**src/rtl/fetch_buffer.sv**
```systemverilog
// fetch_buffer: PC generator, one-outstanding imem fetch handshake and DEPTH-entry {pc, instr} decode queue.
// FETCH_ALIGN_CHECK_EN: misaligned REGF targets raise a sticky fault and stop fetching until reset.
module fetch_buffer #(
  parameter int W = 32,
  parameter int DEPTH = 4,
  parameter logic [W-1:0] RESET_PC = '0
) (
  input  logic         clk,
  input  logic         rst,
  input  logic         redir_valid,
  input  logic [1:0]   redir_src,
  input  logic         redir_taken,
  input  logic [W-1:0] redir_pc,
  input  logic [25:0]  redir_jaddr,
  input  logic [15:0]  redir_imm,
  input  logic [W-1:0] redir_reg,
  output logic         imem_req,
  output logic [W-1:0] imem_addr,
  input  logic         imem_ready,
  input  logic         imem_rvalid,
  input  logic [31:0]  imem_rdata,
  output logic         out_valid,
  input  logic         out_ready,
  output logic [W-1:0] out_pc,
  output logic [31:0]  out_instr,
  output logic         fault
);
  localparam int AW = $clog2(DEPTH);
  localparam logic [1:0] JUMP = 2'd1, BRCH = 2'd2, REGF = 2'd3;
  localparam logic [AW+1:0] LIMIT = (AW+2)'(DEPTH);
  logic [W-1:0] fetch_pc, req_pc, pc4, target, reg_tgt;
  logic [W-1:0] q_pc [DEPTH];
  logic [31:0] q_instr [DEPTH];
  logic [AW-1:0] head, wr;
  logic [AW:0] count;
  logic outstanding, kill, pending, accept, resp, push, pop, redir, bad;
`ifdef FETCH_ALIGN_CHECK_EN
  assign reg_tgt = redir_reg;
  assign bad = redir && redir_src == REGF && redir_reg[1:0] != 2'b00;
`else
  logic unused_lsb;
  assign unused_lsb = ^redir_reg[1:0];
  assign reg_tgt = {redir_reg[W-1:2], 2'b00};
  assign bad = 1'b0;
`endif
  always_comb begin
    pc4 = redir_pc + W'(4);
    target = redir_src == JUMP ? {pc4[W-1:28], redir_jaddr, 2'b00}
           : redir_src == BRCH ? pc4 + {{(W-18){redir_imm[15]}}, redir_imm, 2'b00}
           : reg_tgt;
  end
  // NEXT and not-taken branches leave the pipeline untouched; once faulted, fetch_pc is frozen
  assign redir = redir_valid && !fault &&
                 (redir_src == JUMP || redir_src == REGF || (redir_src == BRCH && redir_taken));
  assign pending = outstanding && !kill;
  assign imem_req = !outstanding && ({1'b0, count} + (AW+2)'(pending)) < LIMIT && !fault;
  assign imem_addr = fetch_pc;
  assign accept = imem_req && imem_ready;
  assign resp = imem_rvalid && outstanding;
  assign push = resp && !kill && !redir;
  assign out_valid = count != '0;
  assign pop = out_valid && out_ready && !redir;
  assign wr = head + count[AW-1:0];
  assign out_pc = q_pc[head];
  assign out_instr = q_instr[head];
  always_ff @(posedge clk or posedge rst)
    if (rst) begin
      fetch_pc <= RESET_PC;
      req_pc <= '0;
      head <= '0;
      count <= '0;
      outstanding <= 1'b0;
      kill <= 1'b0;
      fault <= 1'b0;
      for (int i = 0; i < DEPTH; i++) begin
        q_pc[i] <= '0;
        q_instr[i] <= '0;
      end
    end else begin
      if (accept) begin
        outstanding <= 1'b1;
        req_pc <= fetch_pc;
        fetch_pc <= fetch_pc + W'(4);
      end
      if (resp) begin
        outstanding <= 1'b0;
        kill <= 1'b0;
      end
      if (push) begin
        q_pc[wr] <= req_pc;
        q_instr[wr] <= imem_rdata;
      end
      if (pop) head <= head + 1'b1;
      count <= count + (AW+1)'(push) - (AW+1)'(pop);
      if (redir) begin
        fetch_pc <= target;
        count <= '0;
        kill <= accept || (outstanding && !imem_rvalid);
        if (bad) fault <= 1'b1;
      end
    end
endmodule

```
**config.mk**
```make
export PLATFORM = sky130hd
export DESIGN_NAME = fetch_buffer
export DESIGN_NICKNAME = d
export VERILOG_FILES = /design/src/rtl/fetch_buffer.sv
export SDC_FILE = /design/constraint.sdc
export NUM_CORES = 1
export LEC_CHECK = 0
export ABC_AREA = 1
export CAP_MARGIN = 20
export CORE_MARGIN = 8
export CORE_UTILIZATION = 56
export DETAILED_ROUTE_END_ITERATION = 7
export PLACE_DENSITY = 0.81
export SYNTH_ARGS = -nofsm -noshare
export SYNTH_HDL_FRONTEND = slang
export SYNTH_SLANG_ARGS = --single-unit
```
**constraint.sdc**
```tcl
create_clock -name clk -period 15.95 [get_ports clk]
set_input_delay 3.19 -clock clk [delete_from_list [all_inputs] [get_ports clk]]
set_output_delay 3.19 -clock clk [all_outputs]
set_load 0.03 [all_outputs]
```
; Word-level counts from Yosys, hierarchy flattened
; Index checks and enable logic that the tools add are counted.
[classes]
addsub = 8
bitwise_logic = 2
eq_ne = 3
n_mux = 19
magnitude_cmp = 4
reduce_logical = 23
[ops]
columns = cell, n
row1 = two-way mux 32 bit, 9
row2 = bitwise mux 128 bit, 2
row3 = binary-select mux 32 bit (select 2 bit), 2
row4 = "adder 32 x 3 -> 32 bit, second input constant", 2
row5 = demux 32 bit (select 2 bit), 1
row6 = adder 32 bit, 1
row7 = logical AND 1 bit, 12
row8 = "greater-or-equal comparator 3 bit, second input constant", 2
row9 = inverter 2 -> 3 bit, 2
row10 = nonzero test 2 bit, 3
row11 = adder 3 x 1 -> 4 bit, 1
row12 = "== test 2 bit, second input constant", 2
row13 = zero test 1 bit, 4
row14 = "< comparator 4 x 3 -> 1 bit, second input constant", 1
row15 = two-way mux 1 bit, 4
row16 = adder 3 x 1 -> 3 bit, 1
row17 = logical OR 1 bit, 3
row18 = "< comparator 3 x 1 -> 1 bit, second input constant", 1
row19 = two-way mux 3 bit, 1
row20 = nonzero test 3 bit, 1
row21 = subtractor 3 x 1 -> 3 bit, 1
row22 = "adder 2 x 1 -> 2 bit, second input constant", 1
row23 = adder 2 bit, 1
row24 = "== test 2 x 1 -> 1 bit, second input constant", 1
[word_totals]
register_bits = 327
output_inout_bits = 99
input_bits = 147

; Logic depth before layout (Yosys ltp)
[depth]
word_depth = 9
depth_mapped = 26

; Least setup slack after synthesis
; No wires, ideal clock.
[synth_timing]
path_type = in2reg
startpoint = input redir_pc[2]
endpoint = register fetch_pc[30], in the netlist imem_addr[30]
slack_ps = 10341
arrival_ps = 5493
t_required_ps = 15834
setup_ps = 116
cell_stages = 21
cell_sequence = ha_1 -> nand3_1 -> inv_1 -> nand3_2 -> nor3_4 -> nand3_2 -> nor2_4 -> xor2_1 -> inv_1 -> ha_1 -> nand2_1 -> nor3_1 -> nand2_1 -> nor3_1 -> nand2_1 -> nand3_1 -> nand3_1 -> nand2_1 -> nand2_1 -> nand2_1 -> nand2_1
[synth_via]
elab_chain_len = 5
[synth_lines]
columns = item, line_no
row1 = start: declaration, 13  ; input logic [W-1:0] redir_pc,
row2 = adder 32 x 3 -> 32 bit *, 47  ; pc4 = redir_pc + W'(4);
row3 = adder 32 bit, 49  ; : redir_src == BRCH ? pc4 + {{(W-18){redir_imm[15]}}, redir_imm, 2'b00}
row4 = two-way mux 32 bit, 49
row5 = two-way mux 32 bit *, 48  ; target = redir_src == JUMP ? {pc4[W-1:28], redir_jaddr, 2'b00}
row6 = two-way mux 32 bit *, 95  ; if (redir) begin
row7 = end signal: assignment, 83  ; fetch_pc <= fetch_pc + W'(4);
row8 = end signal: assignment, 96  ; fetch_pc <= target;
row9 = end: declaration, 31  ; logic [W-1:0] fetch_pc, req_pc, pc4, target, reg_tgt;
; Every way passes the cells marked *; elsewhere a longest branch is shown, timed or not.
; A chain may end at the register's enable or synchronous reset.

; Worst setup path after layout
[layout_timing]
startpoint = register head[0]
endpoint = output out_instr[16]
[layout_via]
elab_chain_len = 4
[layout_lines]
columns = item, line_no
row1 = start: declaration, 34  ; logic [AW-1:0] head, wr;
row2 = start signal: assignment, 93  ; if (pop) head <= head + 1'b1;
row3 = inverter 2 -> 3 bit (implied by the code), 65  ; assign out_instr = q_instr[head];
row4 = binary-select mux 32 bit (select 2 bit), 65
row5 = two-way mux 32 bit (implied by the code) (2 in a row), 65
row6 = end: declaration, 25  ; output logic [31:0] out_instr,
; Every way passes these cells. The select of a mux whose other input is x is not followed.

==> flow_results.xml <==
<?xml version="1.0" encoding="UTF-8"?>
<metrics>
  <group name="critical_path">
    <metric name="timing.critical_path.buf_inv" unit="">3</metric>
    <metric name="crit-reg2reg-capture" unit="">q_instr[80]</metric>
    <metric name="path_max_fanout" unit="">103</metric>
    <metric name="regToRegStartpoint" unit="">head[0]</metric>
    <metric name="crit_top_cell" unit="">sky130_fd_sc_hd__o21ai_0</metric>
    <metric name="setup.worst_path.start_class" unit="">flip-flop</metric>
    <metric name="rr_worst_depth" unit="">8</metric>
    <metric name="timing.critical_path.slowest_cell_delay" unit="ns">0.83</metric>
    <metric name="path_cells" unit="">inv_4 &gt; buf_4 &gt; o21ai_0 &gt; o21ai_0 &gt; clkdlybuf4s50_1</metric>
    <metric name="cp_top_family" unit="">buffers and inverters</metric>
    <metric name="reg2reg_setup_slack" unit="ns">11.73</metric>
    <metric name="cp_data_required_time" unit="ns">12.76</metric>
    <metric name="crit_type" unit="">reg -&gt; out</metric>
    <metric name="library_cell_contributing_the_largest_single_delay_on_the_critical_path" unit="">sky130_fd_sc_hd__buf_4</metric>
    <metric name="cp-end-kind" unit="">output port</metric>
    <metric name="worstPathArrival" unit="ns">3.46</metric>
  </group>
  <group name="sta">
    <metric name="relative_slew_margins" unit="">0.2308</metric>
    <metric name="tightestPinTransition" unit="ns">1.154</metric>
    <metric name="timing_hold_violations_final" unit="">0</metric>
    <metric name="maximum_clock_frequency" unit="GHz">0.1503</metric>
    <metric name="fin_skew" unit="ns">0.01651</metric>
    <metric name="timing.final.max_slew_violations" unit="">0</metric>
    <metric name="period_share" unit="">0.4172</metric>
    <metric name="setup-tns-final" unit="ns">0</metric>
    <metric name="report.final.setup_viol" unit="">0</metric>
    <metric name="final.min_clock_period" unit="ns">6.655</metric>
    <metric name="unrepaired_setup_endpoints_after_global_routing" unit="">no</metric>
  </group>
  <group name="die">
    <metric name="design.core.area" unit="um2">31470</metric>
    <metric name="rows" unit="">65</metric>
    <metric name="die_height" unit="um">194.3</metric>
    <metric name="die_width" unit="um">194.3</metric>
    <metric name="start_util" unit="">0.5659</metric>
    <metric name="num_io_pins" unit="">246</metric>
    <metric name="fp.dieArea" unit="um2">37770</metric>
  </group>
  <group name="clock_network">
    <metric name="clock_sink_count" unit="">327</metric>
    <metric name="clock_latency" unit="ns">0.52</metric>
    <metric name="tritoncts" unit="">done</metric>
    <metric name="clockBufferDepth" unit="">3</metric>
    <metric name="cts-root-buf" unit="">sky130_fd_sc_hd__clkbuf_16</metric>
    <metric name="post_cts_hold_buffer_count" unit="">0</metric>
    <metric name="setup_bufs_post_cts" unit="">0</metric>
    <metric name="ctsResizeCount" unit="">0</metric>
    <metric name="clock_tree.htree_level_count" unit="">2</metric>
    <metric name="cts_buffers" unit="">35</metric>
    <metric name="clk_pin_slew_worst_paths" unit="ns">0.06</metric>
  </group>
  <group name="layout">
    <metric name="drive_gt1_frac" unit="">0.05124</metric>
    <metric name="antenna_cells_inserted" unit="">0</metric>
    <metric name="final_util" unit="">0.6846</metric>
    <metric name="fillers" unit="">2564</metric>
    <metric name="final_nets" unit="">2702</metric>
    <metric name="area_growth" unit="%">20.96</metric>
  </group>
  <group name="synth">
    <metric name="number_of_nets_produced_by_synthesis" unit="">2530</metric>
    <metric name="syn_inst" unit="">2341</metric>
    <metric name="yosysTopAreaCell" unit="">sky130_fd_sc_hd__dfrtp_1</metric>
    <metric name="seq_area_frac_synth" unit="">0.4594</metric>
    <metric name="post_synth_main_area_contributors" unit="">sky130_fd_sc_hd__dfrtp_1, sky130_fd_sc_hd__nand2_1, sky130_fd_sc_hd__o21ai_0</metric>
    <metric name="synth_flop_cell" unit="">sky130_fd_sc_hd__dfrtp_1</metric>
    <metric name="synth-edff-count" unit="">0</metric>
    <metric name="synth-seq-cells" unit="">327</metric>
    <metric name="most_frequent_cells_after_synthesis" unit="">sky130_fd_sc_hd__nand2_1, sky130_fd_sc_hd__dfrtp_1, sky130_fd_sc_hd__nor2_1, sky130_fd_sc_hd__o21ai_0, sky130_fd_sc_hd__inv_1</metric>
    <metric name="synthDistinctLibCells" unit="">53</metric>
    <metric name="yosysWarnings" unit="">0</metric>
    <metric name="synth_largest_type_area_fraction" unit="">0.4594</metric>
    <metric name="synth_async_sr_flop_share" unit="">1.000</metric>
    <metric name="synth_most_common_cell" unit="">sky130_fd_sc_hd__nand2_1</metric>
    <metric name="post_synth_instance_area" unit="um2">17810</metric>
    <metric name="postSynthAreaPerCell" unit="um2">7.609</metric>
  </group>
  <group name="routing">
    <metric name="drtPass1Iterations" unit="">6</metric>
    <metric name="drt-total-wl" unit="um">53800</metric>
    <metric name="avgViaCountPerCell" unit="">5.714</metric>
    <metric name="num_vias" unit="">16790</metric>
    <metric name="dr.first_iter.drc_count" unit="">1520</metric>
    <metric name="post_drt_wl_per_cell" unit="um">18.31</metric>
    <metric name="route.detailed.drc" unit="">0</metric>
    <metric name="ant_nets" unit="">0</metric>
  </group>
  <group name="grt">
    <metric name="grt_antenna_before_repair" unit="">0</metric>
    <metric name="maximum_number_of_pins_on_one_net_before_global_route_repair" unit="">135</metric>
    <metric name="grt_pass1_wl" unit="um">86930</metric>
    <metric name="grt_pass1_vias" unit="">16370</metric>
    <metric name="grt_overflow" unit="">0</metric>
    <metric name="track_usage" unit="">0.2803</metric>
  </group>
  <group name="hold_path">
    <metric name="hold_class" unit="">reg -&gt; reg</metric>
    <metric name="hold_path_end" unit="">req_pc[24]</metric>
    <metric name="hp-start" unit="">req_pc[24]</metric>
    <metric name="hold_path_depth" unit="">2</metric>
  </group>
  <group name="place">
    <metric name="place.port_buffers" unit="">242</metric>
    <metric name="place.detailed.hpwl" unit="um">37430</metric>
    <metric name="finalWeightedCongestion" unit="">0.9517</metric>
  </group>
  <group name="power_and_ir_drop">
    <metric name="ir_worst_vdd" unit="uV">123.5</metric>
    <metric name="powerDensity" unit="nW/um2">200.2</metric>
    <metric name="total_leakage_power" unit="nW">9.964</metric>
  </group>
  <group name="run_status">
    <metric name="status" unit="">finished clean</metric>
  </group>
  <group name="flow_run">
    <metric name="max_cap_violations" unit="">0</metric>
  </group>
</metrics>
metal layers:
| metal | routed length (um) | vias to the layer above | GRT usage |
|---|---|---|---|
| met1 | 23190 | 8015 | 0.3822 |
| met4 | 1530 | 0 | 0.08402 |
| met2 | 24590 | 662 | 0.4501 |
| met3 | 4489 | 75 | 0.05424 |
| met5 | 0 | - | 0 |
| li1 | - | 8041 | - |
placed cells by master (no fill, tap or decap), types with 12 or more instances in the layout:
master / instances
sky130_fd_sc_hd__nand2_1: 448
sky130_fd_sc_hd__inv_1: 222
sky130_fd_sc_hd__o21ai_0: 231
sky130_fd_sc_hd__nor3_1: 18
sky130_fd_sc_hd__buf_4: 17
sky130_fd_sc_hd__xor2_1: 36
sky130_fd_sc_hd__xnor2_1: 13
sky130_fd_sc_hd__nand4_1: 12
sky130_fd_sc_hd__o22ai_1: 34
sky130_fd_sc_hd__nand3_1: 56
sky130_fd_sc_hd__o21ai_1: 176
sky130_fd_sc_hd__a21oi_1: 199
sky130_fd_sc_hd__ha_1: 40
sky130_fd_sc_hd__clkbuf_16: 35
sky130_fd_sc_hd__nor2_1: 299
sky130_fd_sc_hd__clkdlybuf4s50_1: 242
sky130_fd_sc_hd__dfrtp_1: 326
through the flow:
step / worst slack (ns) / std cells / total power [mW] / cell area (um2) / hold WS (ns)
2_1_floorplan: 3.705 / 2341 / 2.732 / 17810 / 0.4530
3_3_place_gp: 8.914 / 2877 / 3.434 / 20390 / 0.4660
3_5_place_dp: 8.870 / 2877 / 3.499 / 20390 / 0.4724
4_1_cts: 9.303 / 2938 / 4.325 / 21520 / 0.4880
5_1_grt: 9.084 / 2939 / 4.597 / 21550 / 0.4945
6_report: 9.295 / 2939 / 4.314 / 21550 / 0.4817
where the power goes:
group | internal (mW) | switching (mW)
clock | 0.473 | 0.331
sequential | 1.21 | 0.221
combinational | 0.749 | 1.33
how the worst max path moves through the flow:
stage / depth (start not counted) / endpoint / start / slack [ns]
4_1_cts: 5 / out_instr[13] / head[0] / 9.30
3_3_place_gp: 26 / imem_addr[31] / redir_pc[2] / 8.91
3_5_place_dp: 26 / imem_addr[31] / redir_pc[2] / 8.87
6_report: 5 / out_instr[16] / head[0] / 9.30
5_1_grt: 5 / out_instr[13] / head[0] / 9.08
2_1_floorplan: 1 / count[0] / rst / 3.71
area by class of cell:
cell class              count  area [um2]  area share
clock buffers              51        1006     0.04669
well taps                 402       503.0     0.02334
flip-flops and latches    327        8184      0.3798
repair buffers            260        2577      0.1196
inverters                 235       894.6     0.04152
multi-input cells        1654        8255      0.3832
clock inverters            10       125.1    0.005807
cells by family (layout without fill, tap and decap cells):
| logic type | after synthesis | after routing | synth area share |
|---|---|---|---|
| compound gates | 676 | 676 | 0.1981 |
| simple gates | 885 | 885 | 0.2075 |
| flops | 327 | 327 | 0.4594 |
| other cells | 1 | 1 | 0.0002105 |
| xor+xnor | 50 | 50 | 0.02501 |
| buf+inv | 360 | 556 | 0.07945 |
| fa+ha+maj | 42 | 42 | 0.03035 |
state kept, by name (all words and copies together) (netlist names):
| name | count |
|---|---|
| q_instr | 128 |
| q_pc | 128 |
| imem_addr | 32 |
| req_pc | 32 |
| count | 3 |
| head | 2 |
| kill | 1 |
| outstanding | 1 |
worst min-delay path: stages, from the launching register on:
cell                      delay, ns
sky130_fd_sc_hd__dfrtp_1       0.34
sky130_fd_sc_hd__nand2_1       0.05
sky130_fd_sc_hd__o21ai_0       0.06
Power figures use the tool's default switching activity.
